[config.mk]
export PLATFORM = sky130hd
export DESIGN_NAME = checker_mem_arb
export DESIGN_NICKNAME = d
export VERILOG_FILES = /design/src/rtl/checker_mem_arb.sv
export SDC_FILE = /design/constraint.sdc
export NUM_CORES = 1
export LEC_CHECK = 0
export BUFFER_PORTS_ARGS = -buffer_cell sky130_fd_sc_hd__buf_2
export CAP_MARGIN = 0
export CORE_ASPECT_RATIO = 1.5
export CORE_MARGIN = 2
export CORE_UTILIZATION = 30
export DETAILED_ROUTE_END_ITERATION = 6
export SLEW_MARGIN = 10
export SYNTH_ARGS = -nofsm -noshare
export SYNTH_HDL_FRONTEND = slang
export SYNTH_SLANG_ARGS = --single-unit
[constraint.sdc]
create_clock -name sys_clk -period 2.59 [get_ports sys_clk]
set_clock_uncertainty 0.15 [all_clocks]
set_input_delay 0.518 -clock sys_clk [delete_from_list [all_inputs] [get_ports sys_clk]]
set_output_delay 0.518 -clock sys_clk [all_outputs]
set_load 0.05 [all_outputs]
[src/rtl/checker_mem_arb.sv]
// rtl/checker_mem_arb.sv - single-port RAM arbiter between a Wishbone slave and the checker MPU
module checker_mem_arb #(
    parameter int ADDR_W   = 11,
    parameter int MAX_WAIT = 8
) (
    input  logic              sys_clk,
    input  logic              sys_rst,
    input  logic [31:0]       wb_adr_i,
    input  logic [31:0]       wb_dat_i,
    input  logic [3:0]        wb_sel_i,
    input  logic              wb_stb_i,
    input  logic              wb_cyc_i,
    input  logic              wb_we_i,
    output logic [31:0]       wb_dat_o,
    output logic              wb_ack_o,
    input  logic              mpu_req,
    input  logic              mpu_we,
    input  logic [ADDR_W-1:0] mpu_adr,
    input  logic [31:0]       mpu_dat_i,
    input  logic [3:0]        mpu_sel,
    input  logic              mpu_prio,
    output logic              mpu_gnt,
    output logic              mpu_valid,
    output logic [31:0]       mpu_dat_o,
    output logic [ADDR_W-1:0] ram_adr,
    output logic [3:0]        ram_we,
    output logic [31:0]       ram_di,
    input  logic [31:0]       ram_do,
    output logic              busy
);

    localparam logic [2:0] S_IDLE     = 3'd0;
    localparam logic [2:0] S_WB_ACC   = 3'd1;
    localparam logic [2:0] S_WB_ACK   = 3'd2;
    localparam logic [2:0] S_MPU_ACC  = 3'd3;
    localparam logic [2:0] S_MPU_DONE = 3'd4;

    localparam logic [7:0] WAIT_LIM = 8'(MAX_WAIT);

    // last_winner encoding: 0 = WB served last, 1 = MPU served last
    localparam logic LW_WB  = 1'b0;
    localparam logic LW_MPU = 1'b1;

    logic [2:0] r_state;
    logic [7:0] r_wait_cnt;
    logic       r_last_winner;

    logic w_wb_req;
    logic w_idle;
    logic w_wb_busy;
    logic w_grant_wb;
    logic w_grant_mpu;
    logic w_unused;

    assign w_wb_req  = wb_cyc_i & wb_stb_i;
    assign w_idle    = (r_state == S_IDLE);
    assign w_wb_busy = (r_state == S_WB_ACC) || (r_state == S_WB_ACK);

    // Byte-lane bits and address bits above the RAM window are ignored; the window aliases.
    assign w_unused = ^{wb_adr_i[31:ADDR_W+2], wb_adr_i[1:0]};

    // Grant decision, only meaningful in IDLE: starvation guard, then MPU priority, then round-robin.
    always_comb begin
        w_grant_wb  = 1'b0;
        w_grant_mpu = 1'b0;
        if (w_idle) begin
            if (w_wb_req && mpu_req) begin
                if (r_wait_cnt >= WAIT_LIM) begin
                    w_grant_wb = 1'b1;
                end else if (mpu_prio) begin
                    w_grant_mpu = 1'b1;
                end else if (r_last_winner == LW_MPU) begin
                    w_grant_wb = 1'b1;
                end else begin
                    w_grant_mpu = 1'b1;
                end
            end else if (w_wb_req) begin
                w_grant_wb = 1'b1;
            end else if (mpu_req) begin
                w_grant_mpu = 1'b1;
            end
        end
    end

    // Access sequencing: every access runs through its two states and back to IDLE.
    always_ff @(posedge sys_clk or posedge sys_rst) begin
        if (sys_rst) begin
            r_state <= S_IDLE;
        end else begin
            case (r_state)
                S_IDLE: begin
                    if (w_grant_wb) begin
                        r_state <= S_WB_ACC;
                    end else if (w_grant_mpu) begin
                        r_state <= S_MPU_ACC;
                    end
                end
                S_WB_ACC:   r_state <= S_WB_ACK;
                S_WB_ACK:   r_state <= S_IDLE;
                S_MPU_ACC:  r_state <= S_MPU_DONE;
                S_MPU_DONE: r_state <= S_IDLE;
                default:    r_state <= S_IDLE;
            endcase
        end
    end

    // RAM port is loaded on the granting edge; write strobes are dropped on the following edge.
    always_ff @(posedge sys_clk or posedge sys_rst) begin
        if (sys_rst) begin
            ram_adr <= '0;
            ram_di  <= '0;
            ram_we  <= 4'h0;
        end else if (w_grant_wb) begin
            ram_adr <= wb_adr_i[ADDR_W+1:2];
            ram_di  <= wb_dat_i;
            ram_we  <= wb_we_i ? wb_sel_i : 4'h0;
        end else if (w_grant_mpu) begin
            ram_adr <= mpu_adr;
            ram_di  <= mpu_dat_i;
            ram_we  <= mpu_we ? mpu_sel : 4'h0;
        end else begin
            ram_we  <= 4'h0;
        end
    end

    // Remember who was served so a plain tie goes to the other side next time.
    always_ff @(posedge sys_clk or posedge sys_rst) begin
        if (sys_rst) begin
            r_last_winner <= LW_MPU;
        end else if (w_grant_wb) begin
            r_last_winner <= LW_WB;
        end else if (w_grant_mpu) begin
            r_last_winner <= LW_MPU;
        end
    end

    // WB starvation counter: counts cycles a WB request waits while not being serviced.
    always_ff @(posedge sys_clk or posedge sys_rst) begin
        if (sys_rst) begin
            r_wait_cnt <= 8'd0;
        end else if (!w_wb_req || w_grant_wb) begin
            r_wait_cnt <= 8'd0;
        end else if (!w_wb_busy && (r_wait_cnt < WAIT_LIM)) begin
            r_wait_cnt <= r_wait_cnt + 8'd1;
        end
    end

    // A master that dropped cyc before the ack cycle gets no ack; the access still completes.
    assign wb_ack_o  = (r_state == S_WB_ACK) && wb_cyc_i;
    assign wb_dat_o  = wb_ack_o ? ram_do : 32'h0;
    assign mpu_gnt   = (r_state == S_MPU_ACC);
    assign mpu_valid = (r_state == S_MPU_DONE);
    assign mpu_dat_o = mpu_valid ? ram_do : 32'h0;
    assign busy      = !w_idle;

endmodule

==> parameters.txt, run 1 <==
Parameter                              Value

Clocking
  Total CTS buffers    9
  Count of hold-fix buffers inserted at cts    0
  Number of levels in the clock H-tree    3
  TritonCTS clock tree    yes
  CTS clock-pin slew for the worst setup and hold paths    50 ps
  Bufs on Longest Clock Path    2
  Clock tree root buffer cell    sky130_fd_sc_hd__clkbuf_16
  Skew-Pair Late Insertion Delay    320 ps
  Clock Sink Count    59

Synthesis
  Ys flop type    sky130_fd_sc_hd__dfrtp_1
  Number of standard cells after synthesis    385
  Summed instance area of the synthesized netlist    3362 µm²
  Fraction of post-synthesis cell area in the top cell type by area    0.4317
  Asr flop ratio synth    1.000
  Library cell occupying the most area in the post-synthesis netlist    sky130_fd_sc_hd__dfrtp_1
  Number of synthesized register bits    59
  Sequential element share of the synthesized area    0.4395
  Area contributors post-synth    sky130_fd_sc_hd__dfrtp_1, sky130_fd_sc_hd__and2_1, sky130_fd_sc_hd__a31oi_1, sky130_fd_sc_hd__nor3_1, sky130_fd_sc_hd__nand3_1
  Number of distinct library cells after synthesis    36
  Syn avg cell area    8.732 µm²
  Synthesized net count    542
  Synth warn    0
  Number of enable flip-flop cells after synthesis    0

Layout
  Fillers    1,095
  Area grow syn2layout    56.87%
  Register Area    1479 µm²
  Area of the multi-input gates    1713 µm²
  Final core occ    0.4796
  Top library cells by usage in the layout, fill and taps aside    sky130_fd_sc_hd__buf_2, sky130_fd_sc_hd__and2_1, sky130_fd_sc_hd__dfrtp_1
  Final net count    781
  Most common library cell in the layout ignoring fill and taps    sky130_fd_sc_hd__buf_2
  Fraction of layout instances using a drive strength above 1    0.4626

Drt
  DR DRC count    0
  Routed vias/inst    5.069
  Vias after detailed routing    3,939
  Iteration-0 DRC Markers    217
  Number of nets still failing antenna checks after routing    0
  TritonRoute pass-1 iters    4
  Drt wl/cell    16.84 µm
  Routed Wire Length    13,090 µm

Critical path
  Required time reported for the critical path endpoint    1920 ps
  Critical path launch point type    flop
  Largest fanout of any net on the critical path    33
  Startpoint-to-endpoint class of the critical path    reg2out
  R2R Path Start    r_wait_cnt[7]
  Worst r2r dst    ram_we[3]
  Kind of end point of the critical path    output port
  Setup slack of the worst register-to-register path    320 ps
  Data arrival time at the worst-slack endpoint    1780 ps
  Cell count of the worst reg-to-reg path    5

Power
  Max VDD drop    0.7688 mV
  Areal power density over the cells    1292 nW/µm²
  Static power due to leakage    2.635 nW

Hold path
  Worst hold path type    in2async

GRT
  Number of global-route vias before repair    3,891
  Pin count of the biggest net entering global routing    44
  Wire length of the first global-routing pass    20,460 µm
  Total GRT Usage    0.2145
  Overflow after GRT    0
  Antenna violations before repair    1

STA
  Final Hold Violating Endpoints    0
  Setup repair after global routing missed its margin    no
  Final setup viols    0
  Pin slew with the least headroom to its limit    615.8 ps
  Highest attainable clock frequency    0.4081 GHz
  Remaining max-slew budget at the tightest pin    0.5894
  Final total negative setup slack    0 ps
  Portion of the clock cycle consumed by the worst path in the final layout    0.9460
  Slew Viols, Final    0
  Post-route worst setup slack    139.9 ps
  Period minus WS final    2450 ps

Die
  Horizontal die dimension    90.44 µm
  Number of placement rows    47
  Boundary pin count    270
  Effective utilization at floorplan    0.3057
  Die Footprint    12,090 µm²
  Core box area    11,000 µm²
  Die Y-Extent    133.7 µm

Placed design
  Gp weighted congestion    0.8231
  Placement Setup Slack    320.5 ps
  Final HPWL DP    9742 µm
  Number of buffers added on ports    248

Status
  Run status    complete, no violations

Job
  MaxCap Viol Count    0
area by class of cell:
| cell class | count | share of cell area |
|---|---|---|
| antenna | 1 | 0.0004745 |
| tap | 147 | 0.03488 |
| clock buffer | 15 | 0.05267 |
| clock inverter | 1 | 0.005694 |
| inverter | 5 | 0.003559 |
| multi-input combinational | 284 | 0.3248 |
| sequential | 59 | 0.2804 |
| timing repair buffer | 265 | 0.2975 |
worst max path at each step:
stage,from,to,slack [ps],depth (start not counted)
6_report,r_state[0],wb_dat_o[4],140,4
5_1_grt,r_state[0],wb_dat_o[6],40,4
4_1_cts,r_state[2],wb_dat_o[4],90,4
3_5_place_dp,wb_cyc_i,wb_dat_o[6],320,5
3_3_place_gp,wb_cyc_i,wb_dat_o[6],340,5
2_1_floorplan,wb_cyc_i,wb_dat_o[22],10,3
power breakdown:
part | internal, mW | total, mW | leakage, nW | switching [mW]
clock network | 0.823 | 1.21 | 0.150 | 0.390
registers | 1.32 | 1.55 | 0.727 | 0.225
logic | 1.08 | 4.05 | 1.76 | 2.97
total | 3.23 | 6.81 | 2.63 | 3.58
timing repair:
item	CTS	global route
gates resized for setup	0	1
setup buffers	0	0
hold endpoints to repair	0	0
endpoints found under the setup margin	0	3
cell usage after synthesis (2+ instances only):
cell	instances
sky130_fd_sc_hd__clkbuf_1	24
sky130_fd_sc_hd__nor3_1	45
sky130_fd_sc_hd__nor2_1	8
sky130_fd_sc_hd__dfrtp_1	58
sky130_fd_sc_hd__nand2_1	3
sky130_fd_sc_hd__a31oi_1	43
sky130_fd_sc_hd__a32o_1	4
sky130_fd_sc_hd__and2_1	65
sky130_fd_sc_hd__and3_1	5
sky130_fd_sc_hd__buf_2	6
sky130_fd_sc_hd__ha_1	2
sky130_fd_sc_hd__nand3_1	44
sky130_fd_sc_hd__o21ai_0	43
sky130_fd_sc_hd__and3b_1	2
sky130_fd_sc_hd__a21oi_1	2
sky130_fd_sc_hd__xnor2_1	2
sky130_fd_sc_hd__inv_1	5
sky130_fd_sc_hd__buf_6	2
sky130_fd_sc_hd__buf_4	5
kinds of logic (layout without fill, tap and decap cells):
kind of cell | Yosys count | after routing | synth area share
AO/OA/AOI/OAI | 98 | 98 | 0.1839
XOR/XNOR | 3 | 3 | 0.007817
adder cells (fa/ha/maj) | 2 | 2 | 0.007442
buffers and inverters | 42 | 286 | 0.05918
flip-flops | 59 | 59 | 0.4395
multiplexers | 1 | 1 | 0.002977
other | 0 | 1 | 0
AND/OR/NAND/NOR | 180 | 180 | 0.2992
worst max-delay path, stage by stage (launching register included):
cell                       delay [ps]
sky130_fd_sc_hd__dfrtp_1          480
sky130_fd_sc_hd__nor4bb_4         360
sky130_fd_sc_hd__buf_12           200
sky130_fd_sc_hd__and2_1           140
sky130_fd_sc_hd__buf_2            260
per-stage QoR:
| step | total power, mW | cell area (µm²) | instances | hold WS (ps) |
|---|---|---|---|---|
| finish | 6.811 | 5274 | 777 | 74.05 |
| CTS | 6.871 | 5270 | 776 | 91.28 |
| floorplan | 4.477 | 3364 | 385 | 326.3 |
| global route | 7.184 | 5274 | 777 | 123.4 |
| detailed placement | 5.621 | 4962 | 760 | 346.5 |
| global placement | 5.574 | 4962 | 760 | 342.0 |
metal layers:
layer	global-route usage	part of all wire	vias up
met5	0	0	-
met4	0.09145	0.032	0
met3	0.08371	0.11	26
met2	0.3634	0.48	222
met1	0.2398	0.37	1824
li1	-	-	1867
flip-flops by register name (all words and copies together), names as in the netlist:
signal / flops
ram_di: 32
r_state: 3
r_last_winner: 1
r_wait_cnt: 8
ram_we: 4
ram_adr: 11
(Power assumes the default switching activity.)
==> run 2, diff against run 1 <==
==> constraint.sdc (replaced) <==
create_clock -name sys_clk -period 2.9 [get_ports sys_clk]
set_clock_uncertainty 0.15 [all_clocks]
set_input_delay 0.58 -clock sys_clk [delete_from_list [all_inputs] [get_ports sys_clk]]
set_output_delay 0.58 -clock sys_clk [all_outputs]
set_load 0.05 [all_outputs]
==> run 2 against run 1 <==
Critical path depth unchanged. Sequential power fell by 11%. Die area is the same. Sequential share of layout area increased by 1.1 points. Total power fell by 12%. Combinational power shrank 14%. Utilization is 1.8 points lower. First-iteration DRC count up 13%. Worst setup slack better by 190 ps. Non-clock buffer count down 4. Critical path type unchanged.
==> parameters.txt, run 2 (same netlist as run 1, synthesis figures left out) <==
Parameter                              Value

Power
  Max VDD drop    0.4238 mV
  Areal power density over the cells    1175 nW/µm²
  Static power due to leakage    2.585 nW

Critical path
  R2R Path Start    r_wait_cnt[7]
  Critical path launch point type    flop
  Worst r2r dst    ram_we[0]
  Data arrival time at the worst-slack endpoint    1840 ps
  Source of the critical timing path    r_state[2]
  Cell count of the worst reg-to-reg path    5
  Startpoint-to-endpoint class of the critical path    reg2out
  Setup slack of the worst register-to-register path    660 ps
  Required time reported for the critical path endpoint    2170 ps
  Kind of end point of the critical path    output port
  Largest fanout of any net on the critical path    33
  Worst setup endpoint    wb_dat_o[7]

STA
  Final setup viols    0
  Portion of the clock cycle consumed by the worst path in the final layout    0.8847
  Period minus WS final    2566 ps
  Post-route worst hold slack    333.6 ps
  Setup repair after global routing missed its margin    no
  Pin slew with the least headroom to its limit    780.4 ps
  Slew Viols, Final    0
  Final Hold Violating Endpoints    0
  Final total negative setup slack    0 ps
  Highest attainable clock frequency    0.3898 GHz
  Remaining max-slew budget at the tightest pin    0.4797

Clocking
  TritonCTS clock tree    yes
  Bufs on Longest Clock Path    2
  Skew-Pair Late Insertion Delay    320 ps
  Count of hold-fix buffers inserted at cts    0
  Clock tree root buffer cell    sky130_fd_sc_hd__clkbuf_16
  Post-CTS sizing    0
  Total CTS buffers    9
  Post-CTS Repair Setup Buffers    0
  Number of levels in the clock H-tree    3
  Clock Sink Count    59
  CTS clock-pin slew for the worst setup and hold paths    50 ps

Drt
  Drt wl/cell    16.31 µm
  Routed vias/inst    5.070
  Iteration-0 DRC Markers    246
  Vias after detailed routing    3,919
  TritonRoute pass-1 iters    6
  Number of nets still failing antenna checks after routing    0
  DR DRC count    0
  Routed Wire Length    12,610 µm

Layout
  Reg with most FFs    ram_di
  Top library cells by usage in the layout, fill and taps aside    sky130_fd_sc_hd__buf_2, sky130_fd_sc_hd__and2_1, sky130_fd_sc_hd__dfrtp_1
  Registers with the most flip-flops    ram_di (32), ram_adr (11), r_wait_cnt (8)
  Final net count    777
  Area grow syn2layout    51.02%
  Most common library cell in the layout ignoring fill and taps    sky130_fd_sc_hd__buf_2
  Fraction of layout instances using a drive strength above 1    0.4560
  Flip-flop count of the largest register after layout    32
  Register Area    1478 µm²
  Area of the multi-input gates    1710 µm²
  Fillers    1,123

Die
  Number of placement rows    47
  Boundary pin count    270
  Effective utilization at floorplan    0.3057
  Die Footprint    12,090 µm²
  Horizontal die dimension    90.44 µm
  Core box area    11,000 µm²
  Die Y-Extent    133.7 µm

Placed design
  Final HPWL DP    9130 µm
  Gp weighted congestion    0.8217
  Number of buffers added on ports    248

GRT
  Pin count of the biggest net entering global routing    60
  Number of global-route vias before repair    3,814
  Wire length of the first global-routing pass    19,240 µm
  Total GRT Usage    0.1965
  Overflow after GRT    0
  Antenna violations before repair    1

Job
  MaxCap Viol Count    0

Hold path
  Worst hold path type    in2reg

Status
  Run status    complete, no violations
==> run 2: cell types whose count changed in the layout (fill, tap and decap cells not counted), sizes merged <==
cell / change
buf: -4
==> run 2: worst max-delay path: stages (launching register included) <==
cell and delay [ps]:
sky130_fd_sc_hd__dfrtp_1 480, sky130_fd_sc_hd__nor4bb_4 300, sky130_fd_sc_hd__buf_4 300, sky130_fd_sc_hd__and2_1 170
sky130_fd_sc_hd__buf_2 260
==> run 2: worst min path at each step <==
| stage | start | end | slack (ps) | cells after the start |
|---|---|---|---|---|
| finish | mpu_sel[2] | ram_we[2] | 330 | 2 |
| global route | mpu_sel[2] | ram_we[2] | 330 | 2 |
| detailed placement | r_last_winner | r_last_winner | 350 | 2 |
| CTS | mpu_sel[2] | ram_we[2] | 330 | 2 |
| global placement | r_last_winner | r_last_winner | 350 | 2 |
| floorplan | r_last_winner | r_last_winner | 330 | 2 |
==> run 2: through the flow <==
stage / cell area, µm² / utilization / power (mW) / cells / setup slack (ps)
3_3_place_gp: 4767 / 0.4335 / 4.829 / 756 / 503.2
4_1_cts: 5075 / 0.4615 / 5.997 / 772 / 302.1
3_5_place_dp: 4767 / 0.4335 / 4.894 / 756 / 452.6
2_1_floorplan: 3363 / - / 3.998 / 385 / 198.6
6_report: 5077 / 0.4617 / 5.965 / 773 / 334.4
5_1_grt: 5077 / 0.4617 / 6.249 / 773 / 210.6
==> run 2: final cells by class <==
type                    count  area share
diodes                      1   0.0004929
well taps                 147     0.03622
clock buffers              15     0.05471
multi-input cells         284      0.3369
flip-flops and latches     59      0.2910
repair buffers            261      0.2711
clock inverters             1    0.005914
inverters                   5    0.003696
==> run 2: power breakdown <==
group	internal, mW	leakage (nW)	total (mW)	switching (mW)
logic	0.875	1.71	3.50	2.62
registers	1.18	0.729	1.38	0.196
clock network	0.736	0.150	1.09	0.353
total	2.79	2.59	5.96	3.17
==> run 2: per-layer routing <==
metal / wire length (µm) / share of wire / global-route usage / vias up
met5: 0 / 0 / 0 / -
met4: 236 / 0.019 / 0.06923 / 0
met3: 809 / 0.064 / 0.04355 / 20
met2: 6577 / 0.52 / 0.3505 / 181
met1: 4983 / 0.40 / 0.2314 / 1864
li1: - / - / - / 1854
==> run 3, diff against run 2 <==
==> constraint.sdc (replaced) <==
create_clock -name sys_clk -period 2.9 [get_ports sys_clk]
set_clock_uncertainty 0.15 [all_clocks]
set_input_delay 0.145 -clock sys_clk [delete_from_list [all_inputs] [get_ports sys_clk]]
set_output_delay 0.145 -clock sys_clk [all_outputs]
set_load 0.05 [all_outputs]
==> run 3 against run 2 <==
Register-to-register slack worse by 490 ps. Clock-buffer cell count down 1. Utilization up 8.6 points. Global-route usage up 3.7 points. Total power up 11%. Clock power about the same. Largest power group unchanged.
==> parameters.txt, run 3 (same netlist as run 1, synthesis figures left out) <==
Parameter                              Value

Hold path
  Hold Path Depth    3
  Hold path start    wb_stb_i
  Worst hold path endpoint    r_wait_cnt[6]
  Worst hold path type    in2reg

STA
  Final Hold Violating Endpoints    0
  Post-route worst setup slack    165.3 ps
  Pin slew with the least headroom to its limit    683.4 ps
  Slew Viols, Final    0
  Final setup viols    0
  Highest attainable clock frequency    0.3657 GHz
  Final total negative setup slack    0 ps
  Remaining max-slew budget at the tightest pin    0.5437
  Setup repair after global routing missed its margin    no
  Period minus WS final    2735 ps
  Portion of the clock cycle consumed by the worst path in the final layout    0.9430

Drt
  Number of nets still failing antenna checks after routing    0
  Drt wl/cell    16.41 µm
  Routed Wire Length    14,210 µm
  Iteration-0 DRC Markers    305
  TritonRoute pass-1 iters    7
  Routed vias/inst    5.118
  DR DRC count    0
  Vias after detailed routing    4,432

Layout
  Reg with most FFs    ram_di
  Number of antenna diodes    0
  Final non-filler cell area    6026 µm²
  Fillers    1,034
  Fraction of layout instances using a drive strength above 1    0.3978
  Flip-flop count of the largest register after layout    32
  Registers with the most flip-flops    ram_di (32), ram_adr (11), r_wait_cnt (8)
  Top library cells by usage in the layout, fill and taps aside    sky130_fd_sc_hd__buf_2, sky130_fd_sc_hd__dlygate4sd3_1, sky130_fd_sc_hd__and2_1
  Area grow syn2layout    79.23%
  Count of placed standard cells in the final layout, fillers left out    866
  Most common library cell in the layout ignoring fill and taps    sky130_fd_sc_hd__buf_2
  Final net count    872

Clocking
  TritonCTS clock tree    yes
  Post-CTS Repair Setup Buffers    0
  Number of levels in the clock H-tree    3
  Skew-Pair Late Insertion Delay    320 ps
  Total CTS buffers    9
  CTS clock-pin slew for the worst setup and hold paths    50 ps
  Bufs on Longest Clock Path    2
  Clock Sink Count    59
  Clock tree root buffer cell    sky130_fd_sc_hd__clkbuf_16

Critical path
  Worst r2r dst    ram_di[27]
  Critical path launch point type    flop
  R2R Path Start    r_wait_cnt[4]
  Largest fanout of any net on the critical path    43
  Cells along the critical path    or2_2 -> o41ai_4 -> or2_1 -> clkbuf_8 -> a31oi_1 -> dlygate4sd3_1
  Top delay family on crit path    buffers and inverters
  Kind of end point of the critical path    flop
  Data arrival time at the worst-slack endpoint    2780 ps
  Max incr delay on CP    590 ps
  Required time reported for the critical path endpoint    2950 ps
  Setup slack of the worst register-to-register path    170 ps
  Count of buffer and inverter cells on the critical path    2
  Cell count of the worst reg-to-reg path    6
  Slowest stage cell, crit path    sky130_fd_sc_hd__dlygate4sd3_1
  Startpoint-to-endpoint class of the critical path    reg2reg

GRT
  Number of global-route vias before repair    4,469
  Pin count of the biggest net entering global routing    44
  Wire length of the first global-routing pass    22,450 µm
  Overflow after GRT    0
  Antenna violations before repair    0
  Total GRT Usage    0.2338

Power
  Relative contribution of sequential cells to total power    0.209
  Pint    3.325 mW
  Net switching component of the power    3.307 mW
  Net switching share of the total power    0.4986
  Portion of total power attributed to combinational logic    0.625
  Areal power density over the cells    1101 nW/µm²
  Static power due to leakage    3.006 nW
  Max VDD drop    0.6034 mV
  Share of power burned in the clock network    0.166

Placed design
  Number of buffers added on ports    248
  Final HPWL DP    9760 µm
  Gp weighted congestion    0.8206
  Placement Setup Slack    543.5 ps
  Instance area at placement    4737 µm²
  Dpl cells    755

Die
  Boundary pin count    270
  Effective utilization at floorplan    0.3057
  Horizontal die dimension    90.44 µm
  Core box area    11,000 µm²
  Number of placement rows    47
  Die Footprint    12,090 µm²
  Die Y-Extent    133.7 µm

Status
  Run status    complete, no violations

Job
  MaxCap Viol Count    0
-- run 3: cell types whose count changed in the layout (fill, tap and decap cells not counted) --
cell	delta
sky130_fd_sc_hd__nand2_2	+1
sky130_fd_sc_hd__buf_12	-2
sky130_fd_sc_hd__clkbuf_8	+2
sky130_fd_sc_hd__nand2_1	-1
sky130_fd_sc_hd__clkbuf_1	-2
sky130_fd_sc_hd__diode_2	-1
sky130_fd_sc_hd__buf_4	-2
sky130_fd_sc_hd__buf_6	+2
sky130_fd_sc_hd__dlygate4sd3_1	+96
-- run 3: power groups by stage --
stage	clock, mW	combinational (mW)	sequential [mW]
finish	1.10	4.14	1.38
global route	1.17	4.39	1.43
CTS	1.13	4.12	1.38
detailed placement	0	3.52	1.39
global placement	0	3.47	1.37
floorplan	0	1.53	2.47
-- run 3: timing repair --
action / 4_1_cts / 5_1_grt
hold endpoints to repair: 77 / 0
hold buffers: 96 / 0
resized for setup: 0 / 4
setup endpoints to repair: 0 / 39
-- run 3: per-stage QoR --
| stage | power [mW] | hold slack [ps] | utilization |
|---|---|---|---|
| 6_report | 6.632 | 252.8 | 0.5480 |
| 3_3_place_gp | 4.845 | 126.1 | 0.4308 |
| 3_5_place_dp | 4.910 | 134.8 | 0.4308 |
| 5_1_grt | 6.982 | 260.7 | 0.5480 |
| 2_1_floorplan | 3.997 | 128.1 | - |
| 4_1_cts | 6.628 | 232.0 | 0.5467 |
-- run 3: cell type report --
cell class | count | area (µm²) | area share
Clock buffer | 14 | 284.0 | 0.04713
Sequential cell | 59 | 1478 | 0.2452
Tap cell | 147 | 183.9 | 0.03052
Clock inverter | 1 | 30.03 | 0.004983
Inverter | 5 | 18.77 | 0.003115
Timing Repair Buffer | 356 | 2318 | 0.3848
Multi-Input combinational cell | 284 | 1713 | 0.2843
-- run 3: how the worst max path moves through the flow --
stage,endpoint,startpoint,cells past startpoint
after floorplan,wb_dat_o[22],r_state[2],3
after global placement,ram_di[19],r_wait_cnt[7],5
after detailed placement,ram_adr[9],r_wait_cnt[7],5
after CTS,ram_di[28],r_wait_cnt[7],6
after global routing,ram_di[27],r_wait_cnt[4],6
final,ram_di[27],r_wait_cnt[4],6
-- run 3: layer usage --
layer,global-route usage,share of wire
met1,0.2746,0.39
met2,0.4273,0.52
met3,0.03959,0.073
met4,0.08205,0.024
met5,0,0
-- run 3: worst reg2reg max path: cells and delay by family, from the launching register on --
family	cells	cell delay, ps
buffers and inverters	2	900
AO/OA/AOI/OAI	2	640
AND/OR/NAND/NOR	2	530
flip-flops	1	390
